## config.mk

```make
export PLATFORM = sky130hd
export DESIGN_NAME = ex_div_ctrl_flat
export DESIGN_NICKNAME = d
export VERILOG_FILES = /design/src/rtl/ex_div_if.sv /design/src/rtl/ex_div_ctrl.sv /design/src/flat_wrapper.sv
export SDC_FILE = /design/constraint.sdc
export NUM_CORES = 1
export LEC_CHECK = 0
export BUFFER_PORTS_ARGS = -buffer_cell sky130_fd_sc_hd__buf_2
export CORE_UTILIZATION = 55
export DETAILED_ROUTE_END_ITERATION = 8
export GPL_TIMING_DRIVEN = 0
export PLACE_DENSITY = 0.75
export SLEW_MARGIN = 25
export SYNTH_ARGS = -nofsm -noshare
export SYNTH_HDL_FRONTEND = slang
export SYNTH_SLANG_ARGS = --single-unit
export TNS_END_PERCENT = 100
```

## constraint.sdc

```tcl
create_clock -name clk -period 6.1 [get_ports clk]
set_input_delay 1.83 -clock clk [delete_from_list [all_inputs] [get_ports clk]]
set_output_delay 1.83 -clock clk [all_outputs]
set_load 0.02 [all_outputs]
```

## src/rtl/ex_div_if.sv

```systemverilog
// ex_div_if: execute-stage <-> divide unit handshake bundle.
//   master (execute stage) drives: start_i, op_i, dividend_i, divisor_i, rd_addr_i, flush_i
//   slave  (divide unit)   drives: busy_o, hold_o, ready_o, result_o, rd_addr_o, rd_wen_o
// Signal suffixes are written from the divide unit's point of view.
interface ex_div_if #(
    parameter int unsigned DATA_W = 32
);
    logic              start_i;
    logic [2:0]        op_i;
    logic [DATA_W-1:0] dividend_i;
    logic [DATA_W-1:0] divisor_i;
    logic [4:0]        rd_addr_i;
    logic              flush_i;
    logic              busy_o;
    logic              hold_o;
    logic              ready_o;
    logic [DATA_W-1:0] result_o;
    logic [4:0]        rd_addr_o;
    logic              rd_wen_o;

    modport master (
        output start_i, op_i, dividend_i, divisor_i, rd_addr_i, flush_i,
        input  busy_o, hold_o, ready_o, result_o, rd_addr_o, rd_wen_o
    );

    modport slave (
        input  start_i, op_i, dividend_i, divisor_i, rd_addr_i, flush_i,
        output busy_o, hold_o, ready_o, result_o, rd_addr_o, rd_wen_o
    );
endinterface

```

## src/rtl/ex_div_ctrl.sv

```systemverilog
// ex_div_ctrl: multi-cycle RV32M DIV/DIVU/REM/REMU unit beside the execute stage.
// A radix-2 restoring divider runs on operand magnitudes, one quotient bit per cycle,
// and fixes up signs at the end. Divide-by-zero and signed overflow bypass the loop.
// Ports:
//   clk   - rising-edge clock
//   rst_n - asynchronous active-low reset
//   bus   - ex_div_if.slave: launch/operands/flush in, busy/hold/ready/result/writeback out
module ex_div_ctrl #(
    parameter int unsigned DATA_W = 32,
    parameter int unsigned CNT_W  = 6
) (
    input logic     clk,
    input logic     rst_n,
    ex_div_if.slave bus
);

    typedef enum logic [1:0] {StIdle, StCalc, StEnd} state_e;

    state_e            state_q, state_d;
    logic [CNT_W-1:0]  cnt_q, cnt_d;
    logic [DATA_W-1:0] rem_q, rem_d;
    logic [DATA_W-1:0] quot_q, quot_d;
    logic [DATA_W-1:0] dsr_q, dsr_d;
    logic [DATA_W-1:0] result_q, result_d;
    logic              neg_quot_q, neg_quot_d;
    logic              neg_rem_q, neg_rem_d;
    logic              is_rem_q, is_rem_d;
    logic [4:0]        rd_q, rd_d;

    // Launch decode
    logic              launch;
    logic              op_signed;
    logic              op_rem;
    logic              a_neg, b_neg;
    logic [DATA_W-1:0] a_mag, b_mag;
    logic              div_zero, overflow, special;
    logic [DATA_W-1:0] special_res;

    assign launch    = (state_q == StIdle) && bus.start_i && bus.op_i[2] && !bus.flush_i;
    assign op_signed = !bus.op_i[0];
    assign op_rem    = bus.op_i[1];
    assign a_neg     = op_signed && bus.dividend_i[DATA_W-1];
    assign b_neg     = op_signed && bus.divisor_i[DATA_W-1];
    assign a_mag     = a_neg ? -bus.dividend_i : bus.dividend_i;
    assign b_mag     = b_neg ? -bus.divisor_i : bus.divisor_i;
    assign div_zero  = (bus.divisor_i == '0);
    assign overflow  = op_signed && (bus.dividend_i == {1'b1, {(DATA_W-1){1'b0}}})
                       && (bus.divisor_i == '1);
    assign special   = div_zero || overflow;

    always_comb begin
        special_res = '0;
        if (div_zero) begin
            special_res = op_rem ? bus.dividend_i : '1;
        end else if (overflow) begin
            special_res = op_rem ? '0 : {1'b1, {(DATA_W-1){1'b0}}};
        end
    end

    // One restoring step: shift {rem,quot} left, trial-subtract, keep or restore.
    logic [DATA_W:0]   rem_sh, diff;
    logic [DATA_W-1:0] step_rem, step_quot;
    logic [DATA_W-1:0] fin_quot, fin_rem, calc_res;
    logic              last_iter;

    assign rem_sh    = {rem_q, quot_q[DATA_W-1]};
    assign diff      = rem_sh - {1'b0, dsr_q};
    assign step_rem  = diff[DATA_W] ? rem_sh[DATA_W-1:0] : diff[DATA_W-1:0];
    assign step_quot = {quot_q[DATA_W-2:0], !diff[DATA_W]};
    assign fin_quot  = neg_quot_q ? -step_quot : step_quot;
    assign fin_rem   = neg_rem_q ? -step_rem : step_rem;
    assign calc_res  = is_rem_q ? fin_rem : fin_quot;
    assign last_iter = (cnt_q == CNT_W'(DATA_W - 1));

    // State register
    always_ff @(posedge clk or negedge rst_n) begin
        if (!rst_n) begin
            state_q <= StIdle;
        end else begin
            state_q <= state_d;
        end
    end

    // Next-state logic
    always_comb begin
        state_d = state_q;
        unique case (state_q)
            StIdle: begin
                if (launch) begin
                    state_d = special ? StEnd : StCalc;
                end
            end
            StCalc: begin
                if (bus.flush_i) begin
                    state_d = StIdle;
                end else if (last_iter) begin
                    state_d = StEnd;
                end
            end
            StEnd:   state_d = StIdle;
            default: state_d = StIdle;
        endcase
    end

    // Datapath next-state
    always_comb begin
        cnt_d      = cnt_q;
        rem_d      = rem_q;
        quot_d     = quot_q;
        dsr_d      = dsr_q;
        result_d   = result_q;
        neg_quot_d = neg_quot_q;
        neg_rem_d  = neg_rem_q;
        is_rem_d   = is_rem_q;
        rd_d       = rd_q;
        if (launch) begin
            cnt_d      = '0;
            rem_d      = '0;
            quot_d     = a_mag;
            dsr_d      = b_mag;
            neg_quot_d = a_neg ^ b_neg;
            neg_rem_d  = a_neg;
            is_rem_d   = op_rem;
            rd_d       = bus.rd_addr_i;
            if (special) begin
                result_d = special_res;
            end
        end else if (state_q == StCalc && !bus.flush_i) begin
            cnt_d  = cnt_q + 1'b1;
            rem_d  = step_rem;
            quot_d = step_quot;
            // Result is loaded on the edge into END so it never changes mid-operation.
            if (last_iter) begin
                result_d = calc_res;
            end
        end
    end

    always_ff @(posedge clk or negedge rst_n) begin
        if (!rst_n) begin
            cnt_q      <= '0;
            rem_q      <= '0;
            quot_q     <= '0;
            dsr_q      <= '0;
            result_q   <= '0;
            neg_quot_q <= 1'b0;
            neg_rem_q  <= 1'b0;
            is_rem_q   <= 1'b0;
            rd_q       <= '0;
        end else begin
            cnt_q      <= cnt_d;
            rem_q      <= rem_d;
            quot_q     <= quot_d;
            dsr_q      <= dsr_d;
            result_q   <= result_d;
            neg_quot_q <= neg_quot_d;
            neg_rem_q  <= neg_rem_d;
            is_rem_q   <= is_rem_d;
            rd_q       <= rd_d;
        end
    end

    // Outputs
    always_comb begin
        bus.busy_o    = (state_q != StIdle);
        // Stall starts in the launch cycle itself, before busy rises.
        bus.hold_o    = (state_q != StIdle) || launch;
        bus.ready_o   = (state_q == StEnd) && !bus.flush_i;
        bus.rd_wen_o  = (state_q == StEnd) && !bus.flush_i;
        bus.result_o  = result_q;
        bus.rd_addr_o = rd_q;
    end

endmodule

```

## src/flat_wrapper.sv

```systemverilog
// flat-port wrapper written by rule: the top's interface ports become plain ports
module ex_div_ctrl_flat 
#(
    parameter int unsigned DATA_W = 32,
    parameter int unsigned CNT_W  = 6
)
  (clk, rst_n, bus_start_i, bus_op_i, bus_dividend_i, bus_divisor_i, bus_rd_addr_i, bus_flush_i, bus_busy_o, bus_hold_o, bus_ready_o, bus_result_o, bus_rd_addr_o, bus_rd_wen_o);
  ex_div_if #(.DATA_W(DATA_W)) bus_i ();
  input logic clk;
  input logic rst_n;
  input wire logic [$bits(bus_i.start_i)-1:0] bus_start_i;
  input wire logic [$bits(bus_i.op_i)-1:0] bus_op_i;
  input wire logic [$bits(bus_i.dividend_i)-1:0] bus_dividend_i;
  input wire logic [$bits(bus_i.divisor_i)-1:0] bus_divisor_i;
  input wire logic [$bits(bus_i.rd_addr_i)-1:0] bus_rd_addr_i;
  input wire logic [$bits(bus_i.flush_i)-1:0] bus_flush_i;
  output wire logic [$bits(bus_i.busy_o)-1:0] bus_busy_o;
  output wire logic [$bits(bus_i.hold_o)-1:0] bus_hold_o;
  output wire logic [$bits(bus_i.ready_o)-1:0] bus_ready_o;
  output wire logic [$bits(bus_i.result_o)-1:0] bus_result_o;
  output wire logic [$bits(bus_i.rd_addr_o)-1:0] bus_rd_addr_o;
  output wire logic [$bits(bus_i.rd_wen_o)-1:0] bus_rd_wen_o;
  assign bus_i.start_i = bus_start_i;
  assign bus_i.op_i = bus_op_i;
  assign bus_i.dividend_i = bus_dividend_i;
  assign bus_i.divisor_i = bus_divisor_i;
  assign bus_i.rd_addr_i = bus_rd_addr_i;
  assign bus_i.flush_i = bus_flush_i;
  assign bus_busy_o = bus_i.busy_o;
  assign bus_hold_o = bus_i.hold_o;
  assign bus_ready_o = bus_i.ready_o;
  assign bus_result_o = bus_i.result_o;
  assign bus_rd_addr_o = bus_i.rd_addr_o;
  assign bus_rd_wen_o = bus_i.rd_wen_o;
  ex_div_ctrl #(.DATA_W(DATA_W), .CNT_W(CNT_W)) u_core (.clk(clk), .rst_n(rst_n), .bus(bus_i));
endmodule
```

-- Word level (Yosys, flattened, before mapping)
Index checks and enable logic that the tools add are counted.
- register bits: 144
- bits of input ports: 76
- output and inout bits: 41
- logic and storage cells: 71
- add/sub/neg operators: 6
- equal/unequal tests: 8
- multiplexer cells: 25
- bitwise operators: 1
- reductions and logical operators: 21
- operators by type and width (operator ; number):
    32-bit 2-to-1 mux ; 18
    32-bit negation ; 4
    32-bit equality test, second input constant ; 2
    33-bit by 32-bit subtractor with 33-bit output ; 1
    32-bit zero test ; 1
    6-bit 2-to-1 mux ; 2
    1-bit logical AND ; 9
    2-bit 2-to-1 mux ; 4
    6-bit by 1-bit adder with 6-bit output, second input constant ; 1
    6-bit by 5-bit equality test with 1-bit output, second input constant ; 1
    2-bit nonzero test ; 3
    2-bit one-hot mux with 2 select lines ; 1
    1-bit zero test ; 3
    3-bit by 2-bit != test with 1-bit output, second input constant ; 1
    3-bit AND reduction ; 1
    2-bit by 1-bit equality test with 1-bit output, second input constant ; 1
    2-bit equality test, second input constant ; 1
    2-bit zero test ; 1
    1-bit logical OR ; 2
    2-bit by 1-bit != test with 1-bit output, second input constant ; 1
    2-bit != test, second input constant ; 1
    2-bit AND reduction ; 1
    1-bit XOR ; 1

-- Logic depth before layout (Yosys ltp)
- depth in word-level cells: 8
- mapped depth: 21
- depth with buffers taken out: 18

-- Least setup slack after synthesis
No wires, ideal clock.
- kind: input to register
- from: in bus_divisor_i[0]
- to: reg u_core.result_q[28], in the netlist u_core.bus.result_o[28]
- setup time: 0.124 ns
- arrival time: 4.663 ns
- required time: 5.976 ns
- setup slack: 1.313 ns
- stages on the path: 15
- path buffers: 2
- cell sequence: inv_1 -> ha_1 -> or3b_1 -> or4_1 -> or4_4 -> nor3_2 -> and2_1 -> buf_4 -> a21oi_2 -> nand2b_4 -> and2_4 -> buf_6 -> a211oi_2 -> o31ai_1 -> a211o_1
- word-level cells in the longest chain between the ends: 6
- elaborated cells on any way between the ends: 10
- classes of those cells: eq/ne (2); mux (4); reduce/logical (4)
- ends and longest elaborated chain (what ; line ; RTL):
    start, declared ; flat_wrapper.sv:14 ; input wire logic [$bits(bus_i.divisor_i)-1:0] bus_divisor_i;
    32-bit equality test ; ex_div_ctrl.sv:48 ; && (bus.divisor_i == '1);
    1-bit logical AND ; ex_div_ctrl.sv:48 ;
    32-bit 2-to-1 mux ; ex_div_ctrl.sv:55 ; end else if (overflow) begin
    32-bit 2-to-1 mux ; ex_div_ctrl.sv:53 ; if (div_zero) begin
    32-bit 2-to-1 mux ; ex_div_ctrl.sv:125 ; if (special) begin
    32-bit 2-to-1 mux ; ex_div_ctrl.sv:116 ; if (launch) begin
    end signal, assigned ; ex_div_ctrl.sv:155 ; result_q <= result_d;
    end, declared ; ex_div_ctrl.sv:24 ; logic [DATA_W-1:0] result_q, result_d;
Parallel ways exist; a longest one is shown, timed or not. The select of a mux whose other input is x is not followed.
A chain may end at the register's enable or synchronous reset.

-- Final worst setup path
- from: reg u_core.quot_q[31]
- to: reg u_core.result_q[30], in the netlist u_core.bus.result_o[30]
- word-level cells in the longest chain between the ends: 8
- elaborated cells on any way between the ends: 11
- classes of those cells: add/sub (3); mux (7); reduce/logical (1)
- ends and longest elaborated chain (what ; line ; RTL):
    start, declared ; ex_div_ctrl.sv:22 ; logic [DATA_W-1:0] quot_q, quot_d;
    start signal, assigned ; ex_div_ctrl.sv:153 ; quot_q <= quot_d;
    33-bit by 32-bit subtractor with 33-bit output ; ex_div_ctrl.sv:67 ; assign diff = rem_sh - {1'b0, dsr_q};
    32-bit 2-to-1 mux / 1-bit zero test (equally long branches) ; ex_div_ctrl.sv:68, ex_div_ctrl.sv:69 ;
    32-bit negation (on tied branches) ; ex_div_ctrl.sv:71, ex_div_ctrl.sv:70 ;
    32-bit 2-to-1 mux (on tied branches) ; ex_div_ctrl.sv:71, ex_div_ctrl.sv:70 ;
    32-bit 2-to-1 mux * ; ex_div_ctrl.sv:72 ; assign calc_res = is_rem_q ? fin_rem : fin_quot;
    32-bit 2-to-1 mux * ; ex_div_ctrl.sv:133 ; if (last_iter) begin
    32-bit 2-to-1 mux * ; ex_div_ctrl.sv:128 ; end else if (state_q == StCalc && !bus.flush_i) begin
    32-bit 2-to-1 mux * ; ex_div_ctrl.sv:116 ;
Mark *: on every way between the ends. The rest lies on a longest branch, timed or not. The select of a mux whose other input is x is not followed.

==> results.txt <==
- Timing would allow up to 0.174 GHz.
* Critical path arrival: 6.09 ns
- Endpoints failing setup: 0
* # Max-Cap Violations: 0
- The clock reaches the later pin of the worst-skew pair after between 0.4 and 0.5 ns.
* Number of cell rows: between 50 and 60
- Final critical delay including setup and external delays: between 5 and 6 ns
- Final GP Congestion: 0.976
- Summed over all failing endpoints, the final setup total negative slack is 0 ns.
- Synth unique cells: 83
* Number of diodes: 0
- On the final layout, the worst hold slack is about 0.47 ns.
- At the pin with the least slew margin, the transition time is 1.11 ns.
- The pre-antenna-repair detailed-routing pass consisted of 6 iterations.
- The count of cells in the finished layout, fillers not included, comes to roughly 1900.
* Syn-to-layout area delta: 13.2%
- Number of failing hold endpoints at the final stage: 0
* Starting density of the core: a little under three fifths
* Clock slew at reported path FFs: 0.07 ns
- The top cell type by area accounts for between 30% and 40% of the synthesized area.
* Max FO, Critical Path: 13
* Cell Chain, Critical Path: inv_1 > ha_1 > fa_1 > nand2b_1 > a2111oi_4 > o2111ai_1 > a21oi_1 > a211oi_4 > inv_2 > buf_2 > buf_2 > nor2_1 > a21oi_1 > ha_1 > inv_1 > nor4b_2 > a31oi_1 > xor2_1 > o31ai_1
* Cell types occupying the most area after synthesis: sky130_fd_sc_hd__dfrtp_1, sky130_fd_sc_hd__o21ai_0, sky130_fd_sc_hd__xnor2_1
- DRC violation total after the first TritonRoute iteration: ~1500
- TritonCTS sink count: approximately 140
- VDD sags by at most 294 uV.
- For the final database, setup skew stands at 0.0114 ns.
* Power Total: 6.85 mW
- Crit end category: register
- Fraction of synthesis flops using an asynchronous set or reset pin: 100%
- The number of nets handed over by synthesis was about 1600.
- Vias after detailed routing: around 12000
- Largest net degree at the start of global routing: slightly above 90
- Top cell family by delay on the critical path: compound AO/OA/AOI/OAI gates
* Final max-slew violation count: 0
* Static power due to leakage: 5.80 nW
- GR Util All Layers: 38.5%
* Std-Cell Core Area: 20500 sq um
- Bufs and invs on worst path: 5
- Wire length per cell after detailed routing: approximately 22 um
* Number of cells on the worst reg-to-reg path: 19
- The synthesized design spends more area on one cell type than any other, namely sky130_fd_sc_hd__dfrtp_1.
- Setup Buffers After CTS: 0
- After detailed placement, the design holds a cell count of 1843.
- From left edge to right edge, the die measures approximately 150 um.
- Clock Tree Buf Depth: 2
- Power density relative to cell area: roughly 520 nW/um^2
- For this run, design rule violations remaining after detail routing come to 0.
- Category of the most critical setup path: register to register
- The wire-length estimate of the detail-placed layout is between 30 and 40 mm.
* Clock tree from TritonCTS: done
* Synthesis Warnings: 0
* Final non-filler cell area: 13200 sq um
- Startpoint of the worst register-to-register path: u_core.quot_q[31]$_DFFE_PN0P_
- In this design, the stage delay of the slowest critical-path cell is 0.52 ns.
- Most frequently used flop master after synthesis: sky130_fd_sc_hd__dfrtp_1
- Total standard cell area after synthesis: 11700 sq um
* Type of the tightest min-delay check: register to register
- The final layout contains routed wiring with a total length of 41.5 mm.
* Num CTS Buffers: 17
- The die covers 21800 sq um.
- After the last flow step, the layout net total stands at 1706.
* Average size of a mapped cell: 8.02 sq um
* Sequential share of the synthesized area: about 30%
- IO Pins: 117
* Cell count after synthesis: 1457
- Number of synthesized flops with an enable pin: 0
* Result of the run: complete, no violations
- In this run the worst setup path terminates at u_core.bus.result_o[30]$_DFFE_PN0P_.
* CP Launch Point: u_core.quot_q[31]$_DFFE_PN0P_
* Total grt overflow: 0
* Via/cell ratio: about 6.5
- Buffers placed on the I/O ports in this run total around 120.
* Minimum setup slack among reg-to-reg paths: 0.34 ns
- Dividing the final minimum period by the clock period gives about 94%.
- First-pass GRT wire length: 64.1 mm
- Clock tree root buffer cell: sky130_fd_sc_hd__clkbuf_16
- The worst pin sits at a relative slew slack of a little over a quarter.
- The worst setup path is launched from a register.
* Data required time at the worst endpoint: 6.43 ns
* Vias in the first global route: 11430
* Die Y: 148 um
* Critical path depth: 19
- The detail route stage leaves a number of antenna-violating nets equal to 0.
- Synthesis-stage register bit count: about 140
- Maximum level of the CTS H-tree: 4
- For this design, the slowest cell found on the critical path is sky130_fd_sc_hd__a2111oi_4.
- Of the cells placed in the final design, the portion with a size suffix greater than 1 is roughly 13%.
* Initial antenna violation count: 0
- RSZ-0062 raised after global routing: false
- Placed cell areas: 12600 sq um
* End of the worst register-to-register path: u_core.bus.result_o[30]$_DFFE_PN0P_
## area by class of cell
cell class / count / area [sq um]
Clock buffer: 18 / 439
Tap cell: 270 / 338
Sequential cell: 144 / 3600
Timing Repair Buffer: 116 / 613
Buffer: 94 / 397
Fill cell: 1852 / 7270
Clock inverter: 14 / 144
Inverter: 61 / 230
Multi-Input combinational cell: 1157 / 7460
## logic make-up (layout without fill, tap and decap cells)
kind of cell               count (synthesis)  count (layout)  share of synthesized area [%]
and+or+nand+nor                          456             456                           19.3
buffers and inverters                    156             303                           5.40
DFF                                      144             144                           30.8
adders and majority gates                 39              39                           4.24
muxes                                     38              38                           3.30
xor gates and xnor gates                 136             136                           10.2
AOI/OAI and AO/OA                        488             488                           26.7
## worst min-delay path by stage
| stage | start | end | slack, ns | cells after the start |
|---|---|---|---|---|
| floorplan | u_core.dsr_q[10]$_DFFE_PN0P_ | u_core.dsr_q[10]$_DFFE_PN0P_ | 0.45 | 2 |
| global placement | u_core.bus.rd_addr_o[0]$_DFFE_PN0P_ | u_core.bus.rd_addr_o[0]$_DFFE_PN0P_ | 0.46 | 2 |
| detailed placement | u_core.bus.rd_addr_o[4]$_DFFE_PN0P_ | u_core.bus.rd_addr_o[4]$_DFFE_PN0P_ | 0.46 | 2 |
| finish | u_core.bus.result_o[3]$_DFFE_PN0P_ | u_core.bus.result_o[3]$_DFFE_PN0P_ | 0.47 | 1 |
| CTS | u_core.bus.result_o[3]$_DFFE_PN0P_ | u_core.bus.result_o[3]$_DFFE_PN0P_ | 0.48 | 1 |
| global route | u_core.bus.rd_addr_o[4]$_DFFE_PN0P_ | u_core.bus.rd_addr_o[4]$_DFFE_PN0P_ | 0.50 | 2 |
## synthesized netlist by cell type, drive strengths merged (5+ instances only)
cell type / count
o21ai: 179
dfrtp: 144
nand2: 129
nor2: 100
a21oi: 87
clkbuf: 72
xnor2: 72
xor2: 64
inv: 60
nand3: 51
ha: 38
mux2i: 34
nor3: 34
a22oi: 31
o31ai: 30
a31oi: 26
or3: 24
buf: 23
nand4: 21
o211ai: 19
a21o: 17
nor4: 16
or4: 16
nand2b: 14
o41ai: 13
and2: 12
a211oi: 11
or2: 10
o21a: 9
and3: 8
o22ai: 8
nor2b: 6
a311oi: 5
and4: 5
o2111ai: 5
## flip-flops by register name, indices dropped and copies added (netlist names)
signal,flops
u_core.quot_q,32
u_core.bus.rd_addr_o,5
u_core.state_q,2
u_core.dsr_q,32
u_core.cnt_q,6
u_core.bus.result_o,32
u_core.rem_q,32
u_core.is_rem_q,1
u_core.neg_rem_q,1
u_core.neg_quot_q,1
## timing repair
item,4_1_cts,5_1_grt
endpoints found under the setup margin,0,3
resized for setup,0,1
hold buffers,0,0
## cell usage in the layout, fill, tap and decap left out, drive strengths merged, types with 5 or more instances in the layout
cell type | netlist | final
inv | 60 | 68
ha | 38 | 38
nor4 | 16 | 16
buf | 23 | 139
xor2 | 64 | 64
o22ai | 8 | 8
nand2 | 129 | 129
mux2i | 34 | 34
o2111ai | 5 | 5
nand2b | 14 | 14
nor3 | 34 | 34
or3 | 24 | 24
clkinv | 1 | 5
o211ai | 19 | 19
nand3 | 51 | 51
nand4 | 21 | 21
and2 | 12 | 12
a21o | 17 | 17
o21ai | 179 | 179
a211oi | 11 | 11
nor2b | 6 | 6
a22oi | 31 | 31
a311oi | 5 | 5
nor2 | 100 | 100
a31oi | 26 | 26
o31ai | 30 | 30
and4 | 5 | 5
and3 | 8 | 8
xnor2 | 72 | 72
or2 | 10 | 10
a21oi | 87 | 87
dfrtp | 144 | 144
o21a | 9 | 9
or4 | 16 | 16
clkbuf | 72 | 89
o41ai | 13 | 13
## metal layers
metal | GRT usage (%) | wire length (um) | vias up | share of wire [%]
li1 | - | - | 5605 | -
met1 | 54.1 | 17700 | 5890 | 43
met2 | 57.0 | 18000 | 664 | 43
met3 | 8.89 | 4250 | 112 | 10
met4 | 15.7 | 1560 | 0 | 3.8
met5 | 0 | 0 | - | 0
## where the power goes
part	switching [mW]	internal [mW]	total, mW
logic	2.76	1.58	4.34
clock network	0.496	0.587	1.08
registers	0.273	1.16	1.43
## through the flow
| stage | utilization [%] | worst slack (ns) |
|---|---|---|
| 2_1_floorplan | - | 1.31 |
| 3_3_place_gp | 61.5 | 0.338 |
| 3_5_place_dp | 61.6 | 0.275 |
| 4_1_cts | 64.5 | 0.213 |
| 5_1_grt | 64.5 | 0.145 |
| 6_report | 64.5 | 0.342 |
## worst register-to-register path: cells and delay by family (launching register included)
family / cells / cell delay (ns)
DFF: 1 / 0.37
AOI/OAI and AO/OA: 7 / 1.85
adders and majority gates: 3 / 1.06
xor gates and xnor gates: 1 / 0.19
and+or+nand+nor: 3 / 0.78
buffers and inverters: 5 / 1.40
Power figures use the tool's default switching activity.
